<file path="src/rtl/hog_pkg.sv">
// Shared types and fixed-point widths for the HOG cell/block normalisation path.
package hog_pkg;

  typedef enum logic [1:0] {IDLE, BUSY, DONE} div_state_e;

  localparam int HOG_O_I_W = 4;
  localparam int HOG_O_F_W = 8;

endpackage

</file>
<file path="src/rtl/div_step.sv">
// One restoring division step: shift one dividend bit into the remainder and
// subtract the divisor when it fits.
module div_step #(
  parameter int B_W = 9
) (
  input  logic [B_W:0]   rem_i,
  input  logic           bit_i,
  input  logic [B_W-1:0] b_i,
  output logic [B_W:0]   rem_o,
  output logic           q_o
);

  logic [B_W:0] sh;

  // The bit shifted out of rem_i only matters as "definitely >= b"; the
  // wrapped subtraction is exact because the true difference is below b.
  assign sh    = {rem_i[B_W-1:0], bit_i};
  assign q_o   = rem_i[B_W] | (sh >= {1'b0, b_i});
  assign rem_o = q_o ? (sh - {1'b0, b_i}) : sh;

endmodule

</file>
<file path="src/rtl/div_seq.sv">
// Iterative unsigned fixed-point divider, o = (a << O_F_W) / b, with
// saturation on divide-by-zero and integer overflow.
module div_seq
  import hog_pkg::*;
#(
  parameter int A_W          = 9,
  parameter int B_W          = 9,
  parameter int O_I_W        = HOG_O_I_W,
  parameter int O_F_W        = HOG_O_F_W,
  parameter int BITS_PER_CYC = 1
) (
  input  logic                   clk,
  input  logic                   rst_n,
  input  logic                   in_valid,
  output logic                   in_ready,
  input  logic [A_W-1:0]         a,
  input  logic [B_W-1:0]         b,
  output logic                   out_valid,
  input  logic                   out_ready,
  output logic [O_I_W+O_F_W-1:0] o,
  output logic                   dz,
  output logic                   ovf
);

  localparam int O_W   = O_I_W + O_F_W;
  localparam int N     = A_W + O_F_W;
  localparam int N_P   = BITS_PER_CYC * ((N + BITS_PER_CYC - 1) / BITS_PER_CYC);
  localparam int ITER  = N_P / BITS_PER_CYC;
  localparam int CNT_W = $clog2(ITER + 1);

  if (!(BITS_PER_CYC == 1 || BITS_PER_CYC == 2 || BITS_PER_CYC == 4)) begin : g_bad_bpc
    $error("div_seq: BITS_PER_CYC must be 1, 2 or 4");
  end

  div_state_e         state_q, state_d;
  logic [CNT_W-1:0]   count_q, count_d;
  // Dividend bits leave at the top while quotient bits enter at the bottom.
  logic [N_P-1:0]     div_q, div_d;
  logic [B_W:0]       rem_q, rem_d;
  logic [B_W-1:0]     b_q, b_d;
  logic [O_W-1:0]     o_q, o_d;
  logic               dz_q, dz_d, ovf_q, ovf_d;

  logic [BITS_PER_CYC:0][B_W:0] rem_c;
  logic [BITS_PER_CYC-1:0]      qbits;
  logic [N_P-1:0]               div_nxt;
  logic                         sat;

  assign rem_c[0] = rem_q;

  for (genvar k = 0; k < BITS_PER_CYC; k++) begin : g_step
    div_step #(.B_W(B_W)) u_step (
      .rem_i (rem_c[k]),
      .bit_i (div_q[N_P-1-k]),
      .b_i   (b_q),
      .rem_o (rem_c[k+1]),
      .q_o   (qbits[BITS_PER_CYC-1-k])
    );
  end

  assign div_nxt = {div_q[N_P-BITS_PER_CYC-1:0], qbits};
  assign sat     = |(div_nxt >> O_W);

  always_comb begin
    state_d   = state_q;
    count_d   = count_q;
    div_d     = div_q;
    rem_d     = rem_q;
    b_d       = b_q;
    o_d       = o_q;
    dz_d      = dz_q;
    ovf_d     = ovf_q;
    in_ready  = 1'b0;
    out_valid = 1'b0;
    case (state_q)
      IDLE: begin
        in_ready = 1'b1;
        if (in_valid) begin
          div_d = N_P'({a, {O_F_W{1'b0}}});
          rem_d = '0;
          b_d   = b;
          ovf_d = 1'b0;
          if (b == '0) begin
            state_d = DONE;
            dz_d    = 1'b1;
            o_d     = '1;
          end else begin
            state_d = BUSY;
            dz_d    = 1'b0;
            count_d = CNT_W'(ITER);
          end
        end
      end
      BUSY: begin
        div_d   = div_nxt;
        rem_d   = rem_c[BITS_PER_CYC];
        count_d = count_q - 1'b1;
        if (count_q == CNT_W'(1)) begin
          state_d = DONE;
          ovf_d   = sat;
          o_d     = sat ? '1 : div_nxt[O_W-1:0];
        end
      end
      DONE: begin
        out_valid = 1'b1;
        if (out_ready) state_d = IDLE;
      end
      default: state_d = IDLE;
    endcase
  end

  always_ff @(posedge clk or negedge rst_n) begin
    if (!rst_n) begin
      state_q <= IDLE;
      count_q <= '0;
      div_q   <= '0;
      rem_q   <= '0;
      b_q     <= '0;
      o_q     <= '0;
      dz_q    <= 1'b0;
      ovf_q   <= 1'b0;
    end else begin
      state_q <= state_d;
      count_q <= count_d;
      div_q   <= div_d;
      rem_q   <= rem_d;
      b_q     <= b_d;
      o_q     <= o_d;
      dz_q    <= dz_d;
      ovf_q   <= ovf_d;
    end
  end

  assign o   = o_q;
  assign dz  = dz_q;
  assign ovf = ovf_q;

endmodule

</file>
<file path="config.mk">
export PLATFORM = sky130hd
export DESIGN_NAME = div_seq
export DESIGN_NICKNAME = d
export VERILOG_FILES = /design/src/rtl/hog_pkg.sv /design/src/rtl/div_step.sv /design/src/rtl/div_seq.sv
export SDC_FILE = /design/constraint.sdc
export NUM_CORES = 1
export LEC_CHECK = 0
export ABC_AREA = 1
export CORE_AREA = 2 2 109 111
export DETAILED_ROUTE_END_ITERATION = 12
export DIE_AREA = 0 0 111 113
export PLACE_DENSITY = 0.44
export SYNTH_ARGS = -nofsm -noshare
export SYNTH_HDL_FRONTEND = slang
export SYNTH_HIERARCHICAL = 1
export SYNTH_SLANG_ARGS = --single-unit
</file>
<file path="constraint.sdc">
create_clock -name clk -period 4.35 [get_ports clk]
set_clock_uncertainty 0.05 [all_clocks]
set_input_delay 1.305 -clock clk [delete_from_list [all_inputs] [get_ports clk]]
set_output_delay 1.305 -clock clk [all_outputs]
set_load 0.02 [all_outputs]
</file>
==> metrics.cfg, run 1 <==
[sta]
fmax_mhz=334
worst_slack_ns=1.35
worst_pin_slew_ns=1.02
period_needed_ns=3.00
whs_ns=0.422
tns_ns=0
finalCritPeriodShare=0.689
drv_slew=0
rsz0062_at_grt=false
finalSetupViolCount=0
slew_headroom=0.322
hold_viol_final=0

[min_path]
min_from=b_q[3]$_DFFE_PN0P_
hp-class=reg -> reg

[critical_path]
timing.reg2reg.setup_slack_ns=2.21
cp-start-kind=flop
cp_data_required_time_ns=2.99
worstPathArrival_ns=1.64
cp_max_fo=4
worst-setup-path-type=reg -> out
cp-end-kind=output port
cp-startpoint=state_q[1]$_DFFE_PN0P_
r2r-start=div_q[16]$_DFFE_PN0P_

[drt]
post_drt_via_cell_ratio=4.51
drt_iter0_drc=159
final_antenna_net_count=0
vias=2736
post_drt_wl_per_cell_um=12.7
wirelength_mm=7.72
drc=0
first_pass_iters=4

[finish]
nFillCells=1199
fin_nets=492
area_growth_pct=23.0
stdcell_area_sq_um=4070
drive_gt1_frac=0.102
diodes=0

[power_and_ir_drop]
finalPower_uw=3500
cellPowerDensity_nw_per_um2=859
leakagePower_uw=0.00202
ir_drop_v=0.000280

[place]
placed_cell_area_sq_um=3770
dp_hpwl_mm=5.72
gp_congestion=0.795
dp_slack_ns=1.20
place.port_buffers=37

[clock_tree]
cts_buffers=9
h-tree-depth=3
clockBufferDepth=2
insertion_delay_ns=0.32
root_buffer=clkbuf_16
cts_tree=built
cts.sinks=57
cts.repair.resized=0
cts_setup_buffers=0
clkTransAtPathRegs_ns=0.05
ctsHoldBuffers=0

[global_routing]
grt_antenna_before_repair=0
grt_pass1_vias=2670
grt_remaining_overflow=0
grt_usage=0.129
grt_max_degree=47
grt_pass1_wl_mm=13.0

[synth]
ys_ff_latch=57
synthTopCellsByArea=dfrtp_1 (43%), nand2_1 (15%), inv_1 (7.0%), nand3_1 (7.0%), ha_1 (4.2%)
synth_top_area_frac=0.431
synth_commonest_cells=nand2_1 (129), inv_1 (62), dfrtp_1 (57), nand3_1 (46), nor2_1 (17)
postSynthAreaPerCell_sq_um=7.84
yosysWarnings=6
synthCells=422
async_flop_share=1.00
yosysMostFrequentCell=nand2_1
seq_area_frac_synth=0.431
synth-edff-count=0
syn_nets=456
synth_ff_type=dfrtp_1
yosysTopAreaCell=dfrtp_1
ys_types=34
syn_area_sq_um=3310

[floorplanning]
rows=39
die_y_um=113
design.die.area_sq_um=12500
core_area_sq_um=11300
die_x_um=111
io_pins=38
start_util=0.294

[job]
max_cap_viol_count=0

[outcome]
status=finished, final reports clean

-- metrics by stage --
stage,cells,util
after floorplan,422,-
after global routing,606,0.361
after detailed placement,590,0.335
final,606,0.361
after CTS,606,0.361
after global placement,590,0.335
-- cells in the final DEF, fill, tap and decap left out, types with 4 or more instances in the layout --
| cell | Yosys | layout |
|---|---|---|
| clkbuf_16 | 0 | 9 |
| a21oi_1 | 4 | 4 |
| inv_2 | 4 | 4 |
| inv_1 | 62 | 62 |
| o211ai_1 | 8 | 8 |
| nor2_1 | 17 | 17 |
| nand3_1 | 46 | 46 |
| o22ai_1 | 8 | 8 |
| clkdlybuf4s50_1 | 0 | 36 |
| dfrtp_1 | 57 | 57 |
| ha_1 | 11 | 11 |
| nand2_2 | 7 | 7 |
| o21ai_1 | 10 | 10 |
| nand2_1 | 129 | 129 |
| o21ai_0 | 7 | 7 |
| o21ai_2 | 4 | 4 |
| nand3_2 | 6 | 6 |
| a22o_1 | 10 | 10 |
-- final timing paths --
path	endpoint	cells after the start
max	in_ready	2
min reg2reg	b_q[3]$_DFFE_PN0P_	2
max reg2reg	o[0]$_DFFE_PN0P_	12
min in group asynchronous	count_q[3]$_DFFE_PN0P_	1
max in group asynchronous	o[2]$_DFFE_PN0P_	2
min	b_q[3]$_DFFE_PN0P_	2
-- power by group --
group	switching [uW]	internal, uW	total [uW]
combinational	1200	706	1910
clock	240	456	696
sequential	135	763	898
-- worst max-delay path, stage by stage, from the launching register on --
cell and delay (ns):
dfrtp_1 0.44, nor2_2 0.23, clkdlybuf4s50_1 0.65
-- cells by family (layout without fill, tap and decap cells) --
group,after synthesis,count (layout),synth area share
compound gates,55,55,0.120
buf+inv,80,121,0.104
simple gates,215,215,0.290
flops,57,57,0.431
xor+xnor,3,3,0.00794
fa+ha+maj,12,12,0.0476
-- registers in the layout, indices dropped and copies added (netlist names) --
signal   flops
state_q      2
o           12
count_q      5
div_q       17
rem_q       10
ovf          1
b_q          9
dz           1
-- metal layers --
metal / GRT usage / vias up / wire [um]
li1: - / 1430 / -
met1: 0.176 / 1262 / 3900
met2: 0.200 / 36 / 3460
met3: 0.0230 / 8 / 259
met4: 0.0575 / 0 / 97
met5: 0 / - / 0
-- layout make-up --
cell class,count,area [sq um],share of cell area
clock buffers,11,243,0.0596
repair buffers,39,380,0.0934
inverters,66,248,0.0608
multi-input cells,285,1540,0.378
well taps,143,179,0.0439
clock inverters,5,55.1,0.0135
flip-flops and latches,57,1430,0.350
Note: power is estimated with default switching activity, not from simulation.
==> run 2, diff against run 1 <==
PLACE_DENSITY = 0.46   (was 0.44)
clock period = 2.6 ns   (was 4.35 ns; I/O delays follow)
==> metrics.cfg, run 2 (same netlist as run 1, synthesis figures left out) <==
[outcome]
status=finished, final reports clean

[sta]
hold_viol_final=0  ; unchanged
fmax_mhz=409
finalSetupViolCount=0  ; unchanged
tns_ns=0  ; unchanged
finalCritPeriodShare=0.941
rsz0062_at_grt=false
drv_slew=0  ; unchanged
worst_pin_slew_ns=0.564  ; -0.452 ns
slew_headroom=0.623  ; +0.302
period_needed_ns=2.45
whs_ns=0.382  ; -0.0399 ns

[finish]
fin_nets=497  ; +1.0%
largest_reg_flops=17  ; unchanged
drive_gt1_frac=0.111  ; +0.00984
utilization=0.368  ; +0.00655
diodes=0  ; unchanged
final_cell_mix=nand2_1 (129), inv_1 (62), dfrtp_1 (57), nand3_1 (46), clkdlybuf4s50_1 (36)
stdcell_area_sq_um=4150  ; +1.8%
area_growth_pct=25.3
mostFrequentLayoutCell=nand2_1
top_register=div_q

[global_routing]
grt_pass1_vias=2850  ; +6.7%
grt_remaining_overflow=0  ; unchanged
grt_antenna_before_repair=0  ; unchanged
grt_pass1_wl_mm=13.9  ; +7.0%
grt_max_degree=58  ; +23%
grt_usage=0.139  ; +0.0107

[floorplanning]
die_x_um=111  ; unchanged
die_y_um=113  ; unchanged
rows=39  ; unchanged
design.die.area_sq_um=12500  ; unchanged
io_pins=38  ; unchanged
start_util=0.294  ; unchanged
core_area_sq_um=11300  ; unchanged

[clock_tree]
cts.sinks=57  ; unchanged
ctsHoldBuffers=0  ; unchanged
cts_setup_buffers=0  ; unchanged
cts.repair.resized=0  ; unchanged
root_buffer=clkbuf_16
h-tree-depth=3  ; unchanged
clkTransAtPathRegs_ns=0.06  ; about the same
insertion_delay_ns=0.34  ; +0.02 ns
clockBufferDepth=2  ; unchanged
cts_buffers=9  ; unchanged
cts_tree=built

[critical_path]
cp_top_family=buffers and inverters
crit_chain=nor2_2 -> clkdlybuf4s50_1
crit_buf_inv=1  ; unchanged
cp_max_fo=4  ; unchanged
rr_worst_depth=9  ; -3
worstPathArrival_ns=1.62  ; -0.02 ns
timing.reg2reg.setup_slack_ns=0.45  ; -1.76 ns
cp_data_required_time_ns=1.77  ; -1.22 ns
cp_slowest_stage_delay_ns=0.65  ; about the same
cp.depth=2  ; unchanged
cp-end-kind=output port
worst-setup-path-type=reg -> out
slowest_stage=clkdlybuf4s50_1
cp-start-kind=flop

[drt]
first_pass_iters=6  ; +2
wl_met3_um=299  ; +15%
wl_met2_mm=3.62  ; +4.6%
maxUsedRoutingLayer=met4
drc=0  ; unchanged
wl_met1_mm=3.85  ; -1.3%
post_drt_wl_per_cell_um=13.0  ; +2.1%
vias=2800  ; +2.3%
wirelength_mm=7.93  ; +2.8%
post_drt_via_cell_ratio=4.59  ; +1.7%
drt_iter0_drc=140  ; -12%
final_antenna_net_count=0  ; unchanged

[min_path]
hp-class=in -> async

[power_and_ir_drop]
finalPower_uw=6080  ; +74%
cellPowerDensity_nw_per_um2=1470  ; +71%
leakagePower_uw=0.00207  ; +2.3%
ir_drop_v=0.000625  ; +120%

[place]
dp_hpwl_mm=5.73  ; +0.19%
placed_cell_area_sq_um=3840  ; +1.7%
place.port_buffers=37  ; unchanged
gp_congestion=0.790  ; -0.74%

[job]
max_cap_viol_count=0  ; unchanged

run 2: cell count changes in the layout (fill, tap and decap cells not counted), sizes merged:
cell	delta
clkinvlp	-2
buf	+5
clkinv	+2
bufinv	+1
clkbuf	-2
run 2: power breakdown:
group | switching (uW) | internal [uW] | total (uW)
sequential | 215 | 1280 | 1490
clock | 430 | 829 | 1260
combinational | 2060 | 1270 | 3330
run 2: worst paths after layout:
| path | end | start |
|---|---|---|
| worst max register to register | rem_q[0]$_DFFE_PN0P_ | b_q[0]$_DFFE_PN0P_ |
| min in group clk | o[8]$_DFFE_PN0P_ | o[8]$_DFFE_PN0P_ |
| worst max-delay path | in_ready | state_q[1]$_DFFE_PN0P_ |
| worst min-delay path | div_q[10]$_DFFE_PN0P_ | rst_n |
| max in group asynchronous | dz$_DFFE_PN0P_ | rst_n |
| worst min register to register | o[8]$_DFFE_PN0P_ | o[8]$_DFFE_PN0P_ |
run 2: layout make-up:
type                       count  area (sq um)
tap                          143           179
timing repair buffer          44           443
fill                        1189          7130
sequential                    57          1430
clock inverter                 6          83.8
multi-input combinational    285          1540
clock buffer                   9           225
inverter                      66           248
run 2: stage by stage:
stage / setup WS [ns] / std cells
global placement: 0.333 / 595
CTS: 0.149 / 610
global route: 0.0892 / 610
floorplan: 0.674 / 422
finish: 0.153 / 610
detailed placement: 0.309 / 595
run 2: per-layer routing:
layer  global-route usage  vias to the layer above
li1                     -                     1438
met1                0.182                     1303
met2                0.220                       45
met3               0.0370                       14
met4               0.0583                        0
met5                    0                        -
run 2: worst reg2reg max path, cell delays in order, from the launching register on:
cell	delay, ns
dfrtp_1	0.38
ha_1	0.26
fa_1	0.44
inv_1	0.10
nand2_1	0.09
nand3_2	0.08
nand2_2	0.13
nand2_4	0.21
o21ai_0	0.11
a22o_1	0.20
==> run 3, diff against run 2 <==
CORE_AREA = 2 2 84 86   (was 2 2 109 111)
DIE_AREA = 0 0 86 88   (was 0 0 111 113)
PLACE_DENSITY = 0.72   (was 0.46)
==> metrics.cfg, run 3 (same netlist as run 1, synthesis figures left out) <==
[critical_path]
rr_worst_depth=9  ; unchanged
worstPathArrival_ns=1.63  ; about the same
cp-end-kind=output port
r2r-start=b_q[0]$_DFFE_PN0P_
reg2reg_to=rem_q[0]$_DFFE_PN0P_
cp-start-kind=flop
cp_data_required_time_ns=1.77  ; about the same
timing.reg2reg.setup_slack_ns=0.41  ; -0.04 ns
worst-setup-path-type=reg -> out
cp_max_fo=4  ; unchanged

[sta]
slew_headroom=0.479  ; -0.144
period_needed_ns=2.46  ; +0.0101 ns
fmax_mhz=407  ; -0.41%
hold_viol_final=0  ; unchanged
finalSetupViolCount=0  ; unchanged
worst_pin_slew_ns=0.778  ; +0.215 ns
drv_slew=0  ; unchanged
tns_ns=0  ; unchanged
rsz0062_at_grt=false
finalCritPeriodShare=0.945  ; +0.00390

[global_routing]
grt_pass1_vias=2698  ; -5.3%
grt_max_degree=30  ; -48%
grt_remaining_overflow=0  ; unchanged
grt_antenna_before_repair=0  ; unchanged
grt_usage=0.210  ; +0.0705
grt_pass1_wl_mm=12.5  ; -10%

[job]
max_cap_viol_count=0  ; unchanged

[clock_tree]
clkTransAtPathRegs_ns=0.06  ; about the same
cts_tree=built
root_buffer=clkbuf_8
ctsHoldBuffers=0  ; unchanged
cts.repair.resized=0  ; unchanged
insertion_delay_ns=0.33  ; about the same
clockBufferDepth=2  ; unchanged
cts_buffers=9  ; unchanged
h-tree-depth=3  ; unchanged
cts.sinks=57  ; unchanged
cts_setup_buffers=0  ; unchanged

[finish]
nFillCells=627  ; -47%
final_cell_mix=nand2_1 (129), inv_1 (62), dfrtp_1 (57), nand3_1 (46), clkdlybuf4s50_1 (36)
stdcell_area_sq_um=3900  ; -5.9%
drive_gt1_frac=0.109  ; -0.00237
top_register=div_q
largest_reg_flops=17  ; unchanged
fin_nets=498  ; +0.20%
area_growth_pct=17.9
diodes=0  ; unchanged
mostFrequentLayoutCell=nand2_1

[floorplanning]
die_y_um=88  ; -22%
die_x_um=86  ; -23%
core_area_sq_um=6640  ; -41%
start_util=0.498  ; +0.205
design.die.area_sq_um=7570  ; -40%
io_pins=38  ; unchanged
rows=30  ; -23%

[drt]
post_drt_via_cell_ratio=5.14  ; +12%
vias=2816  ; +0.57%
post_drt_wl_per_cell_um=12.9  ; -0.95%
first_pass_iters=4  ; -2
drc=0  ; unchanged
wirelength_mm=7.06  ; -11%
final_antenna_net_count=0  ; unchanged
drt_iter0_drc=155  ; +11%

[outcome]
status=finished, final reports clean

[power_and_ir_drop]
cellPowerDensity_nw_per_um2=1410  ; -4.1%
leakagePower_uw=0.00199  ; -3.7%
ir_drop_v=0.000763  ; +22%

[min_path]
hp-class=in -> async

[place]
dp_hpwl_mm=5.29  ; -7.6%
placed_cell_area_sq_um=3740  ; -2.5%
gp_congestion=0.871  ; +10%
place.port_buffers=37  ; unchanged

==> run 3: area by class of cell <==
type	instances	area, sq um	area share
clock buffers	12	145	0.0372
clock inverters	3	17.5	0.00449
inverters	66	248	0.0635
multi-input cells	285	1540	0.395
flip-flops and latches	57	1430	0.366
well taps	80	100	0.0256
repair buffers	45	425	0.109
==> run 3: worst max path at each step <==
stage / start / end / cells past startpoint
2_1_floorplan: b_q[0]$_DFFE_PN0P_ / rem_q[1]$_DFFE_PN0P_ / 10
3_3_place_gp: in_valid / ovf$_DFFE_PN0P_ / 9
3_5_place_dp: b[1] / o[0]$_DFFE_PN0P_ / 7
4_1_cts: state_q[1]$_DFFE_PN0P_ / in_ready / 2
5_1_grt: state_q[1]$_DFFE_PN0P_ / in_ready / 2
6_report: state_q[1]$_DFFE_PN0P_ / in_ready / 2
==> run 3: through the flow <==
step	power [uW]	util	std cells	setup WS (ns)	hold WS (ns)
6_report	5490	0.587	548	0.143	0.350
5_1_grt	6060	0.587	548	0.0700	0.374
4_1_cts	5520	0.587	548	0.129	0.348
3_5_place_dp	4800	0.563	533	0.352	0.417
3_3_place_gp	4720	0.563	533	0.386	0.407
2_1_floorplan	4020	-	422	0.674	0.392
==> run 3: metal layers <==
metal  vias to the layer above  part of all wire  GRT usage
li1                       1440                 -          -
met1                      1314              0.48      0.287
met2                        54              0.46      0.331
met3                         8             0.040     0.0377
met4                         0             0.015     0.0866
met5                         -                 0          0
==> run 3: power by group <==
| group | internal (uW) | switching, uW | leakage, uW |
|---|---|---|---|
| sequential | 1280 | 216 | 0.000712 |
| clock | 363 | 342 | 0.0000822 |
| combinational | 1250 | 2040 | 0.00120 |
| total | 2890 | 2600 | 0.00199 |
==> run 3: worst max-delay path: stages, from the launching register on <==
cell	delay (ns)
dfrtp_1	0.43
nor2_2	0.23
clkdlybuf4s50_1	0.64
